### src/rtl/uart_pkg.sv
// Shared UART definitions: FSM encoding, default word width and clk_div floor.
// Also consumed by uart_tx so both directions agree on framing limits.
package uart_pkg;

  localparam int UART_DATA_WIDTH = 16;
  localparam int UART_MAX_BITS   = 16;
  localparam logic [15:0] UART_MIN_CLK_DIV = 16'd2;

  typedef enum logic [2:0] {
    ST_IDLE      = 3'd0,
    ST_START     = 3'd1,
    ST_DATA      = 3'd2,
    ST_STOP      = 3'd3,
    ST_WAIT_IDLE = 3'd4
  } uart_state_e;

  // A divider below the floor cannot place a sample inside the bit cell.
  function automatic logic [15:0] eff_clk_div(input logic [15:0] raw);
    return (raw < UART_MIN_CLK_DIV) ? UART_MIN_CLK_DIV : raw;
  endfunction

  function automatic logic [4:0] eff_bits(input logic [4:0] raw);
    return ((raw == 5'd0) || (raw > 5'(UART_MAX_BITS))) ? 5'(UART_MAX_BITS) : raw;
  endfunction

endpackage

### src/rtl/uart_rx_if.sv
// Receiver-side bundle: serial line, frame configuration, and the word/status outputs.
interface uart_rx_if
  import uart_pkg::*;
#(
  parameter int DATA_WIDTH = UART_DATA_WIDTH
) ();

  logic                  rx;
  logic [15:0]           clk_div;
  logic [4:0]            bits_per_word;
  logic                  rd_en;
  logic [DATA_WIDTH-1:0] data_out;
  logic                  new_data;
  logic                  data_ready;
  logic                  busy;
  logic                  frame_err;
  logic                  overrun;

  modport master (
    output rx, clk_div, bits_per_word, rd_en,
    input  data_out, new_data, data_ready, busy, frame_err, overrun
  );

  modport slave (
    input  rx, clk_div, bits_per_word, rd_en,
    output data_out, new_data, data_ready, busy, frame_err, overrun
  );

endinterface

### src/rtl/uart_baud_cnt.sv
// Loadable down-counter; expire is high during the last cycle of a loaded count.
module uart_baud_cnt #(
  parameter int WIDTH = 16
) (
  input  logic             clk,
  input  logic             rst,
  input  logic             load,
  input  logic [WIDTH-1:0] load_val,
  output logic             expire
);

  logic [WIDTH-1:0] cnt_q;
  logic [WIDTH-1:0] cnt_d;

  // Loading value N makes expire rise N-1 cycles later, so the owner acts exactly N cycles on.
  always_comb begin
    cnt_d = cnt_q;
    if (load) begin
      cnt_d = load_val;
    end else if (cnt_q != '0) begin
      cnt_d = cnt_q - WIDTH'(1);
    end
  end

  always_ff @(posedge clk) begin
    if (rst) begin
      cnt_q <= '0;
    end else begin
      cnt_q <= cnt_d;
    end
  end

  assign expire = (cnt_q == WIDTH'(1));

endmodule

### src/rtl/uart_rx.sv
// UART receiver: synchronized rx, mid-bit sampling, LSB-first words of 1..16 bits.
module uart_rx
  import uart_pkg::*;
#(
  parameter int DATA_WIDTH = UART_DATA_WIDTH
) (
  input  logic     clk,
  input  logic     rst,
  uart_rx_if.slave bus
);

  logic                  rx_meta_q;
  logic                  rx_sync_q;
  uart_state_e           state_q;
  uart_state_e           state_d;
  logic [15:0]           clk_div_q;
  logic [15:0]           clk_div_d;
  logic [4:0]            bpw_q;
  logic [4:0]            bpw_d;
  logic [4:0]            bit_cnt_q;
  logic [4:0]            bit_cnt_d;
  logic [DATA_WIDTH-1:0] shift_q;
  logic [DATA_WIDTH-1:0] shift_d;
  logic [DATA_WIDTH-1:0] data_out_q;
  logic [DATA_WIDTH-1:0] data_out_d;
  logic                  new_data_q;
  logic                  new_data_d;
  logic                  data_ready_q;
  logic                  data_ready_d;
  logic                  frame_err_q;
  logic                  frame_err_d;
  logic                  overrun_q;
  logic                  overrun_d;

  logic                  baud_load;
  logic [15:0]           baud_val;
  logic                  baud_expire;
  logic                  shift_clear;
  logic                  sample_bit;
  logic [15:0]           in_clk_div;
  logic                  last_bit;

  assign in_clk_div = eff_clk_div(bus.clk_div);
  assign last_bit   = (bit_cnt_q == (bpw_q - 5'd1));

  uart_baud_cnt #(
    .WIDTH(16)
  ) u_baud (
    .clk     (clk),
    .rst     (rst),
    .load    (baud_load),
    .load_val(baud_val),
    .expire  (baud_expire)
  );

  // Synchronizer resets to the idle level so a reset never looks like a start bit.
  always_ff @(posedge clk) begin
    if (rst) begin
      rx_meta_q <= 1'b1;
      rx_sync_q <= 1'b1;
    end else begin
      rx_meta_q <= bus.rx;
      rx_sync_q <= rx_meta_q;
    end
  end

  always_ff @(posedge clk) begin
    if (rst) begin
      state_q <= ST_IDLE;
    end else begin
      state_q <= state_d;
    end
  end

  always_comb begin
    state_d = state_q;
    case (state_q)
      ST_IDLE: begin
        if (!rx_sync_q) state_d = ST_START;
      end
      ST_START: begin
        if (baud_expire) state_d = rx_sync_q ? ST_IDLE : ST_DATA;
      end
      ST_DATA: begin
        if (baud_expire && last_bit) state_d = ST_STOP;
      end
      ST_STOP: begin
        if (baud_expire) state_d = rx_sync_q ? ST_IDLE : ST_WAIT_IDLE;
      end
      ST_WAIT_IDLE: begin
        if (rx_sync_q) state_d = ST_IDLE;
      end
      default: state_d = ST_IDLE;
    endcase
  end

  always_comb begin
    clk_div_d    = clk_div_q;
    bpw_d        = bpw_q;
    bit_cnt_d    = bit_cnt_q;
    data_out_d   = data_out_q;
    new_data_d   = 1'b0;
    data_ready_d = data_ready_q;
    frame_err_d  = 1'b0;
    overrun_d    = 1'b0;
    baud_load    = 1'b0;
    baud_val     = clk_div_q;
    shift_clear  = 1'b0;
    sample_bit   = 1'b0;

    if (bus.rd_en) data_ready_d = 1'b0;

    case (state_q)
      ST_IDLE: begin
        if (!rx_sync_q) begin
          clk_div_d   = in_clk_div;
          bpw_d       = eff_bits(bus.bits_per_word);
          bit_cnt_d   = 5'd0;
          shift_clear = 1'b1;
          baud_load   = 1'b1;
          baud_val    = in_clk_div >> 1;
        end
      end
      ST_START: begin
        if (baud_expire && !rx_sync_q) baud_load = 1'b1;
      end
      ST_DATA: begin
        if (baud_expire) begin
          sample_bit = 1'b1;
          bit_cnt_d  = bit_cnt_q + 5'd1;
          baud_load  = 1'b1;
        end
      end
      ST_STOP: begin
        if (baud_expire) begin
          if (rx_sync_q) begin
            data_out_d   = shift_q;
            new_data_d   = 1'b1;
            // A same-cycle acknowledge consumed the old word, so nothing was lost.
            overrun_d    = data_ready_q && !bus.rd_en;
            data_ready_d = 1'b1;
          end else begin
            frame_err_d = 1'b1;
          end
        end
      end
      default: begin
      end
    endcase
  end

  // Bit i of the word lands directly at index i, giving a right-aligned result.
  for (genvar gi = 0; gi < DATA_WIDTH; gi++) begin : g_shift
    assign shift_d[gi] = shift_clear ? 1'b0 :
                         (sample_bit && (bit_cnt_q == 5'(gi))) ? rx_sync_q :
                         shift_q[gi];
  end

  always_ff @(posedge clk) begin
    if (rst) begin
      clk_div_q    <= '0;
      bpw_q        <= '0;
      bit_cnt_q    <= '0;
      shift_q      <= '0;
      data_out_q   <= '0;
      new_data_q   <= 1'b0;
      data_ready_q <= 1'b0;
      frame_err_q  <= 1'b0;
      overrun_q    <= 1'b0;
    end else begin
      clk_div_q    <= clk_div_d;
      bpw_q        <= bpw_d;
      bit_cnt_q    <= bit_cnt_d;
      shift_q      <= shift_d;
      data_out_q   <= data_out_d;
      new_data_q   <= new_data_d;
      data_ready_q <= data_ready_d;
      frame_err_q  <= frame_err_d;
      overrun_q    <= overrun_d;
    end
  end

  assign bus.data_out   = data_out_q;
  assign bus.new_data   = new_data_q;
  assign bus.data_ready = data_ready_q;
  assign bus.frame_err  = frame_err_q;
  assign bus.overrun    = overrun_q;
  assign bus.busy       = (state_q != ST_IDLE);

endmodule

### src/flat_wrapper.sv
// flat-port wrapper written by rule: the top's interface ports become plain ports
module uart_rx_flat import uart_pkg::*;
#(
  parameter int DATA_WIDTH = UART_DATA_WIDTH
)
  (clk, rst, bus_rx, bus_clk_div, bus_bits_per_word, bus_rd_en, bus_data_out, bus_new_data, bus_data_ready, bus_busy, bus_frame_err, bus_overrun);
  uart_rx_if #(.DATA_WIDTH(DATA_WIDTH)) bus_i ();
  input  logic clk;
  input  logic rst;
  input wire logic [$bits(bus_i.rx)-1:0] bus_rx;
  input wire logic [$bits(bus_i.clk_div)-1:0] bus_clk_div;
  input wire logic [$bits(bus_i.bits_per_word)-1:0] bus_bits_per_word;
  input wire logic [$bits(bus_i.rd_en)-1:0] bus_rd_en;
  output wire logic [$bits(bus_i.data_out)-1:0] bus_data_out;
  output wire logic [$bits(bus_i.new_data)-1:0] bus_new_data;
  output wire logic [$bits(bus_i.data_ready)-1:0] bus_data_ready;
  output wire logic [$bits(bus_i.busy)-1:0] bus_busy;
  output wire logic [$bits(bus_i.frame_err)-1:0] bus_frame_err;
  output wire logic [$bits(bus_i.overrun)-1:0] bus_overrun;
  assign bus_i.rx = bus_rx;
  assign bus_i.clk_div = bus_clk_div;
  assign bus_i.bits_per_word = bus_bits_per_word;
  assign bus_i.rd_en = bus_rd_en;
  assign bus_data_out = bus_i.data_out;
  assign bus_new_data = bus_i.new_data;
  assign bus_data_ready = bus_i.data_ready;
  assign bus_busy = bus_i.busy;
  assign bus_frame_err = bus_i.frame_err;
  assign bus_overrun = bus_i.overrun;
  uart_rx #(.DATA_WIDTH(DATA_WIDTH)) u_core (.clk(clk), .rst(rst), .bus(bus_i));
endmodule
### config.mk
export PLATFORM = sky130hd
export DESIGN_NAME = uart_rx_flat
export DESIGN_NICKNAME = d
export VERILOG_FILES = /design/src/rtl/uart_pkg.sv /design/src/rtl/uart_rx_if.sv /design/src/rtl/uart_baud_cnt.sv /design/src/rtl/uart_rx.sv /design/src/flat_wrapper.sv
export SDC_FILE = /design/constraint.sdc
export NUM_CORES = 1
export LEC_CHECK = 0
export ABC_AREA = 0
export CORE_MARGIN = 10
export CORE_UTILIZATION = 35
export DETAILED_ROUTE_END_ITERATION = 12
export GPL_ROUTABILITY_DRIVEN = 1
export PLACE_DENSITY = 0.59
export SYNTH_ARGS = -nofsm -noshare
export SYNTH_HDL_FRONTEND = slang
export SYNTH_SLANG_ARGS = --single-unit
### constraint.sdc
create_clock -name clk -period 5.7 [get_ports clk]
set_input_delay 1.14 -clock clk [delete_from_list [all_inputs] [get_ports clk]]
set_output_delay 1.14 -clock clk [all_outputs]
set_load 0.005 [all_outputs]
# Yosys cells after proc, flatten, opt, wreduce, memory -nomap -nowiden
# Index checks and enable logic that the tools add are counted.
[totals]
reg_bits = 83
out_inout_bits = 21
elab_cells = 127
inputBits = 25
[classes]
n_mux = 28
n_eq_ne = 27
add_sub_neg = 3
magnitude_cmp = 2
n_reduce_logical = 36
n_bitwise = 3
[ops]
columns = ["op", "n"]
rows = [
  ["$mux 16", 5],
  ["$eq 5x4->1 const B", 8],
  ["$eq 5x3->1 const B", 4],
  ["$logic_and 1x1->1", 19],
  ["$mux 3", 6],
  ["$eq 16x1->1 const B", 1],
  ["$lt 16x2->1 const B", 1],
  ["$reduce_bool 16->1", 1],
  ["$sub 16x1->16 const B", 1],
  ["$mux 5", 3],
  ["$pmux 3 s5", 1],
  ["$eq 5x2->1 const B", 2],
  ["$logic_not 5->1", 2],
  ["$mux 1", 10],
  ["$ne 2x1->1 const B", 5],
  ["$pmux 5 s2", 1],
  ["$eq 3x2->1 const B", 2],
  ["$reduce_and 3->1", 2],
  ["$add 5x1->5 const B", 1],
  ["$eq 5x1->1 const B", 1],
  ["$eq 5x5->1", 1],
  ["$gt 5x5->1 const B", 1],
  ["$reduce_and 5->1", 1],
  ["$sub 5x1->5 const B", 1],
  ["15 further kinds", 19],
]

# Logic depth before layout (Yosys ltp)
[logic_depth]
ltp_word = 5
mapped_depth = 9
ltp_nobuf = 7

# Cells and area by module
# Synthesis repeated with hierarchy kept, for this count alone.
[hier_totals]
hier_cells = 473
area_unflattened_um2 = 3887.5
[by_module_without_submodules]
columns = ["mod", "n_inst", "cells_per_inst", "area_each_um2", "seq_area_each_um2"]
rows = [
  ["uart_rx", 1, 358, 2941.6, 1341.3],
  ["uart_baud_cnt", 1, 115, 945.9, 320.3],
]

# Least setup slack after synthesis
# No wires, ideal clock.
[synth_path]
path_type = "input port to flip-flop"
start = "input bus_bits_per_word[1]"
end = "register u_core.bpw_q[0]"
setup_ps = 70
cell_stages = 4
t_arrival_ps = 2217
n_path_buf = 0
required_time_ps = 5630
path_slack_ps = 3413
path_cell_list = "or4_1 -> ha_1 -> nand3b_1 -> a21oi_1"
[synth_via]
elab_chain_len = 3
word_cells_on_any_way = 4
cone_classes = "1 x order compare; 1 x mux; 2 x reduce/logical"
[synth_lines]
columns = ["item", "line_no", "rtl"]
rows = [
  ["start: declaration", "flat_wrapper.sv:12", "input wire logic [$bits(bus_i.bits_per_word)-1:0] bus_bits_per_word;"],
  ["$gt 5x5->1 / $logic_not 5->1 (equally long branches)", "uart_pkg.sv:23", "return ((raw == 5'd0) || (raw > 5'(UART_MAX_BITS))) ? 5'(UART_MAX_BITS) : raw;"],
  ["$logic_or 1x1->1 *", "uart_pkg.sv:23", ""],
  ["$mux 5 *", "uart_pkg.sv:23", ""],
  ["end signal: assignment", "uart_rx.sv:172", "bpw_q <= bpw_d;"],
  ["end: declaration", "uart_rx.sv:18", "logic [4:0] bpw_q;"],
]
# Every way passes the cells marked *; elsewhere a longest branch is shown, timed or not.
# A chain may end at the register's enable or synchronous reset.

# Worst setup path in the final report
[layout_path]
start = "register u_core.state_q[2]"
end = "output bus_busy"
[layout_via]
elab_chain_len = 1
[layout_lines]
columns = ["item", "line_no", "rtl"]
rows = [
  ["start: declaration", "uart_rx.sv:14", "uart_state_e state_q;"],
  ["start signal: assignment", "uart_rx.sv:71", "state_q <= state_d;"],
  ["$reduce_bool 3->1", "uart_rx.sv:188", "assign bus.busy = (state_q != ST_IDLE);"],
  ["end: declaration", "flat_wrapper.sv:17", "output wire logic [$bits(bus_i.busy)-1:0] bus_busy;"],
]
# Every way passes these cells.

==> results.py <==
metrics = {
    "outcome": {
        "status": "finished, final reports clean",
    },
    "routing": {
        "routed_wl_um": 9510,
        "first_pass_iters": 4,
        "drc_errors": 0,
        "drtIter0Drc": 209,
        "viasPerCell": 5.25,
        "route.vias.total": 3369,
        "ant_nets": 0,
        "avgRoutedWirePerCell_um": 14.8,
    },
    "placed_design": {
        "hpwl_um": 6750,
        "dpl_cell_area_mm2": 0.00442,
        "portBuffers": 45,
        "gp_congestion": 0.841,
    },
    "die": {
        "dieArea_mm2": 0.0158,
        "rows": 38,
        "core_mm2": 0.0109,
        "die_x_um": 126,
        "die_h_um": 126,
        "io_pins": 46,
        "initial_utilization_pct": 35.9,
    },
    "logic_synthesis": {
        "synth-main-ff-cell": "dfxtp_1",
        "syn-cell-area_mm2": 0.00391,
        "synth-seq-area-share_pct": 42.5,
        "synth_cell_types": 52,
        "synth_edf_count": 0,
        "ys_ff_latch": 83,
        "synth_fp_nets": 502,
        "syn-instance-count": 468,
        "syn_avg_cell_area_um2": 8.35,
        "yosysWarnings": 0,
        "synth-async-reset-ratio_pct": 0,
    },
    "global_route": {
        "grt_usage_pct": 12.0,
        "grt_pass1_vias": 3158,
        "grt_max_degree": 67,
        "antenna_found_initial": 0,
        "grt.overflow.total": 0,
        "grt_pass1_wl_um": 15900,
    },
    "cells_and_area": {
        "syn_to_final_growth_pct": 18.4,
        "fillCellCount": 1111,
        "drive_gt1_share_pct": 7.77,
        "stdcell_area_mm2": 0.00463,
        "n_antenna_cell": 0,
        "final_net_count": 531,
        "fin_util_pct": 42.5,
    },
    "timing": {
        "slew_headroom_pct": 19.6,
        "fin_tns_setup_ns": 0,
        "finalHoldViolCount": 0,
        "worstMarginPinSlew_ns": 1.20,
        "fin_crit_ns": 2.82,
        "finClkSkew_ns": 0.00501,
        "drv_slew": 0,
        "final.period_utilization_pct": 49.4,
        "rsz0062_at_grt": "false",
        "setup_viol": 0,
        "fmax_ghz": 0.355,
    },
    "hold_path": {
        "min_path_type": "reg2reg",
    },
    "clocking": {
        "cts_repair_resize_count": 0,
        "cts_inserted_buffers": 9,
        "cts_buffer_depth": 2,
        "cts_tree": "done",
        "post-cts-setup-buffers": 0,
        "htreeDepth": 3,
        "clkSinkCount": 83,
        "clock_latency_ns": 0.37,
        "cts_root_buf": "clkbuf_8",
        "clk_pin_slew_worst_paths_ns": 0.09,
        "ctsHoldBuffers": 0,
    },
    "setup_path": {
        "cp_max_fo": 10,
        "path_class": "reg2out",
        "start_kind": "register",
        "worstPathArrival_ns": 1.68,
        "end_kind": "output port",
        "required_ns": 4.56,
        "rrSetupSlack_ns": 3.17,
    },
    "run": {
        "cap_viol_max_count": 0,
    },
    "power_and_ir_drop": {
        "powerDensity_mw_per_mm2": 377,
        "p_leak_nw": 1.54,
        "irDropWorstVdd_mv": 0.161,
    },
}
[final cells by class]
cell class / instances / area (µm²) / area share [%]
Tap cell: 140 / 175 / 3.79
Clock buffer: 10 / 138 / 2.97
Clock inverter: 6 / 72.6 / 1.57
Sequential cell: 83 / 1660 / 35.9
Multi-Input combinational cell: 343 / 2070 / 44.7
Inverter: 12 / 45.0 / 0.973
Timing Repair Buffer: 48 / 468 / 10.1
[cell usage in the layout, fill, tap and decap left out, drive strengths merged, types with 8 or more instances in the layout]
cell            n
nand2          78
nand3          29
inv            14
clkbuf         10
ha              9
a311oi         11
clkdlybuf4s50  44
dfxtp          83
o21ai          17
nand4          18
or3             8
a21oi          47
nor2           24
xnor2           8
nor3           17
nor4           17
[flip-flops by register name, indices dropped and copies added (netlist names)]
register and flops:
u_core.clk_div_q 16, u_core.shift_q 16, u_core.bus.new_data 1, u_core.state_q 3
u_core.bus.overrun 1, u_core.bus.frame_err 1, u_core.rx_meta_q 1, u_core.u_baud.cnt_q 16
u_core.bus.data_ready 1, u_core.bpw_q 5, u_core.bus.data_out 16, u_core.bit_cnt_q 5
u_core.rx_sync_q 1
[synth_stat cells (all sizes together), types with 2 or more instances]
cell     n  share of area [%]
a211oi   4               0.77
a21oi   47                6.0
a311oi  11                2.5
a31oi    2               0.32
buf      8                1.6
clkbuf  22                2.1
dfxtp   83                 43
ha       9                2.9
inv     12                1.2
mux2     4                1.2
mux2i    7                1.8
nand2   78                7.5
nand2b   7                1.1
nand3   29                3.7
nand3b   3               0.58
nand4   18                3.0
nor2    24                2.3
nor2b    3               0.48
nor3    17                2.7
nor4    17                4.0
nor4b    2               0.61
o211a    2               0.51
o21a     3               0.58
o21ai   17                2.2
o31ai    3               0.70
or2      2               0.32
or3      8                1.3
or4      4               0.86
or4b     2               0.51
xnor2    8                1.8
xor2     4               0.90
[worst max-delay path: stages (launching register included)]
cell,delay [ns]
dfxtp_1,0.43
or3_1,0.42
clkdlybuf4s50_1,0.46
[layer usage]
metal / global-route usage [%] / part of all wire, %
met3: 3.48 / 5.5
met1: 16.2 / 48
met4: 4.40 / 1.2
met5: 0 / 0
met2: 17.6 / 45
[kinds of logic (layout without fill, tap and decap cells)]
group	Yosys count	in the layout	synth area share, %
AND/OR/NAND/NOR	217	217	29.5
multiplexers	11	11	2.94
XOR/XNOR	12	12	2.69
AO/OA/AOI/OAI	94	94	14.6
buffers and inverters	42	76	4.83
flip-flops	83	83	42.5
adder cells (fa/ha/maj)	9	9	2.88
[power breakdown]
group          internal, mW  switching [mW]  leakage [nW]
sequential            0.631          0.0724         0.673
combinational         0.228           0.360         0.762
clock                 0.220           0.233         0.109
[worst paths after layout]
check,end,from,depth (start not counted)
setup reg to reg,u_core.shift_q[12]$_SDFFE_PP0P_,u_core.state_q[2]$_SDFFE_PP0P_,4
setup / recovery,bus_busy,u_core.state_q[2]$_SDFFE_PP0P_,2
hold reg to reg,u_core.rx_sync_q$_SDFF_PP1_,u_core.rx_meta_q$_SDFF_PP1_,1
hold / removal,u_core.rx_sync_q$_SDFF_PP1_,u_core.rx_meta_q$_SDFF_PP1_,1
[stage by stage]
| stage | hold slack (ns) | worst slack, ns | std cells | power, mW |
|---|---|---|---|---|
| after global placement | 0.392 | 2.67 | 626 | 1.29 |
| after detailed placement | 0.393 | 2.51 | 626 | 1.30 |
| after global routing | 0.456 | 2.61 | 642 | 1.85 |
| after floorplan | 0.389 | 3.41 | 468 | 1.19 |
| final | 0.415 | 2.88 | 642 | 1.74 |
| after CTS | 0.413 | 2.86 | 642 | 1.75 |
Note: power is estimated with default switching activity, not from simulation.
==> edit: new RTL, same settings <==
Make the reset (`rst`) asynchronous in 4 clocked blocks. Comments in the files are not updated.
--- a/src/rtl/uart_baud_cnt.sv
+++ b/src/rtl/uart_baud_cnt.sv
@@ -23,5 +23,5 @@
   end
 
-  always_ff @(posedge clk) begin
+  always_ff @(posedge clk or posedge rst) begin
     if (rst) begin
       cnt_q <= '0;
--- a/src/rtl/uart_rx.sv
+++ b/src/rtl/uart_rx.sv
@@ -55,5 +55,5 @@
 
   // Synchronizer resets to the idle level so a reset never looks like a start bit.
-  always_ff @(posedge clk) begin
+  always_ff @(posedge clk or posedge rst) begin
     if (rst) begin
       rx_meta_q <= 1'b1;
@@ -65,5 +65,5 @@
   end
 
-  always_ff @(posedge clk) begin
+  always_ff @(posedge clk or posedge rst) begin
     if (rst) begin
       state_q <= ST_IDLE;
@@ -157,5 +157,5 @@
   end
 
-  always_ff @(posedge clk) begin
+  always_ff @(posedge clk or posedge rst) begin
     if (rst) begin
       clk_div_q    <= '0;
Function: differs if rst is asserted again (counterexample within 4 cycles, from zero or initial values and one cycle with rst high); with rst held inactive, the same outputs for 10 cycles.
==> edit against the original RTL <==
  * Sequential cell count did not move
  * Routed wire length shrank 7.0%
  * Design area grew 7.0%
  * Area after synthesis up 5.7%
  * Core utilization increased by 0.67 points
  * Largest cell class is now sequential cells
  * Count of clock-buffer cells in the layout rose by 2
  * Setup slack worse by 0.17 ns
  * Critical path type unchanged
Power is not compared: it rests on default switching activity, and its combinational part moved more than twofold at a synthesized area within 25%.
==> edit: results (changes against the original RTL) <==
- DP HPWL: 6.23 mm (was 6.75 mm)
- Clk slew on worst S/H paths: 0.06 ns (was 0.09 ns)
- Die W: 129 um (was 126 um)
- First-pass GRT wire length: 15.1 mm (was 15.9 mm)
- Met1 WL: 4.22 mm (was 4.60 mm)
- Area of the multi-input gates: 0.00192 sq mm (was 0.00207 sq mm)
- GP Congestion: 0.788 (was 0.841)
- Status: finished, final reports clean (unchanged)
- Critical hold path startpoint: u_core.rx_meta_q (unchanged)
- Largest cell class by area: sequential cells (was multi-input combinational cells)
- Slowest stage cell, crit path: dfrtp_1 (was clkdlybuf4s50_1)
- Placed Area: 0.00469 sq mm (was 0.00442 sq mm)
- Post-Syn Nets: 440 (was 502)
- Routed WL: 8.84 mm (was 9.51 mm)
- Worst-margin pin slew: 0.799 ns (was 1.20 ns)
- Crit Reg-Reg Startpoint: u_core.u_baud.cnt_q[11] (was u_core.state_q[2])
- Via count: 2979 (was 3369)
- Seq cells: 83 (unchanged)
- Met3 Use GR: 0.0275 (was 0.0348)
- Final hold slack: 0.354 ns (was 0.415 ns)
- # nets final: 477 (was 531)
- Leading post-synthesis cells by cell area: dfrtp_1 (49%), nand2_1 (8.3%), mux2i_1 (4.8%), ha_1 (2.7%), mux2_4 (2.5%) (was dfxtp_1 (43%), nand2_1 (7.5%), a21oi_1 (6.0%), nand3_1 (3.7%), ha_1 (2.9%))
- GRT Overall Usage: 0.112 (was 0.120)
- Wirelength per Cell: 15.0 um (was 14.8 um)
- Sequential share of the synthesized area: 0.503 (was 0.425)
- Register area: 0.00208 sq mm (was 0.00166 sq mm)
- CTS Root Cell: clkbuf_16 (was clkbuf_8)
- Worst Path Max Fanout: 16 (was 10)
- FF-to-FF End: u_core.bus.data_out[6] (was u_core.shift_q[12])
- CLK BUF: 12 (was 10)
- CP peak stage delay: 0.58 ns (was 0.46 ns)
- Layout non-clock buf frac: 0.0956 (was 0.101)
- Top cells by count, synth: nand2_1 (91), dfrtp_1 (81), mux2i_1 (20) (was dfxtp_1 (83), nand2_1 (78), a21oi_1 (47))
- Met3 Wirelength: 464 um (was 521 um)
- Library cells used by synthesis: 51 (was 52)
- Worst Clk Skew: 0.00469 ns (was 0.00501 ns)
- Layout cells sized above 1: 0.103 (was 0.0777)
==> edit: changes by cell type after synthesis, moves of 11 or more <==
cell,unedited run,this run
o21ai_1,12,1
a21oi_1,47,17
and3_1,1,13
mux2i_1,7,20
nand4_1,17,5
nand2_1,78,91
dfrtp_1,0,81
dfxtp_1,83,0
nand3_1,29,12
==> edit: logic make-up after synthesis <==
family	after synthesis	share of synthesized area
AOI/OAI and AO/OA	45	0.0666
and+or+nand+nor	183	0.234
adders and majority gates	9	0.0273
DFF	83	0.503
xor gates and xnor gates	17	0.0361
buffers and inverters	33	0.0342
muxes	36	0.0985
==> edit: worst max path at each step <==
stage	from	endpoint	slack (ns)
after global routing	u_core.state_q[0]	bus_busy	2.64
after global placement	bus_clk_div[14]	u_core.u_baud.cnt_q[0]	2.67
final	u_core.state_q[0]	bus_busy	2.71
after CTS	u_core.state_q[0]	bus_busy	2.68
after detailed placement	bus_clk_div[14]	u_core.u_baud.cnt_q[0]	2.70
after floorplan	rst	u_core.bit_cnt_q[0]	2.43
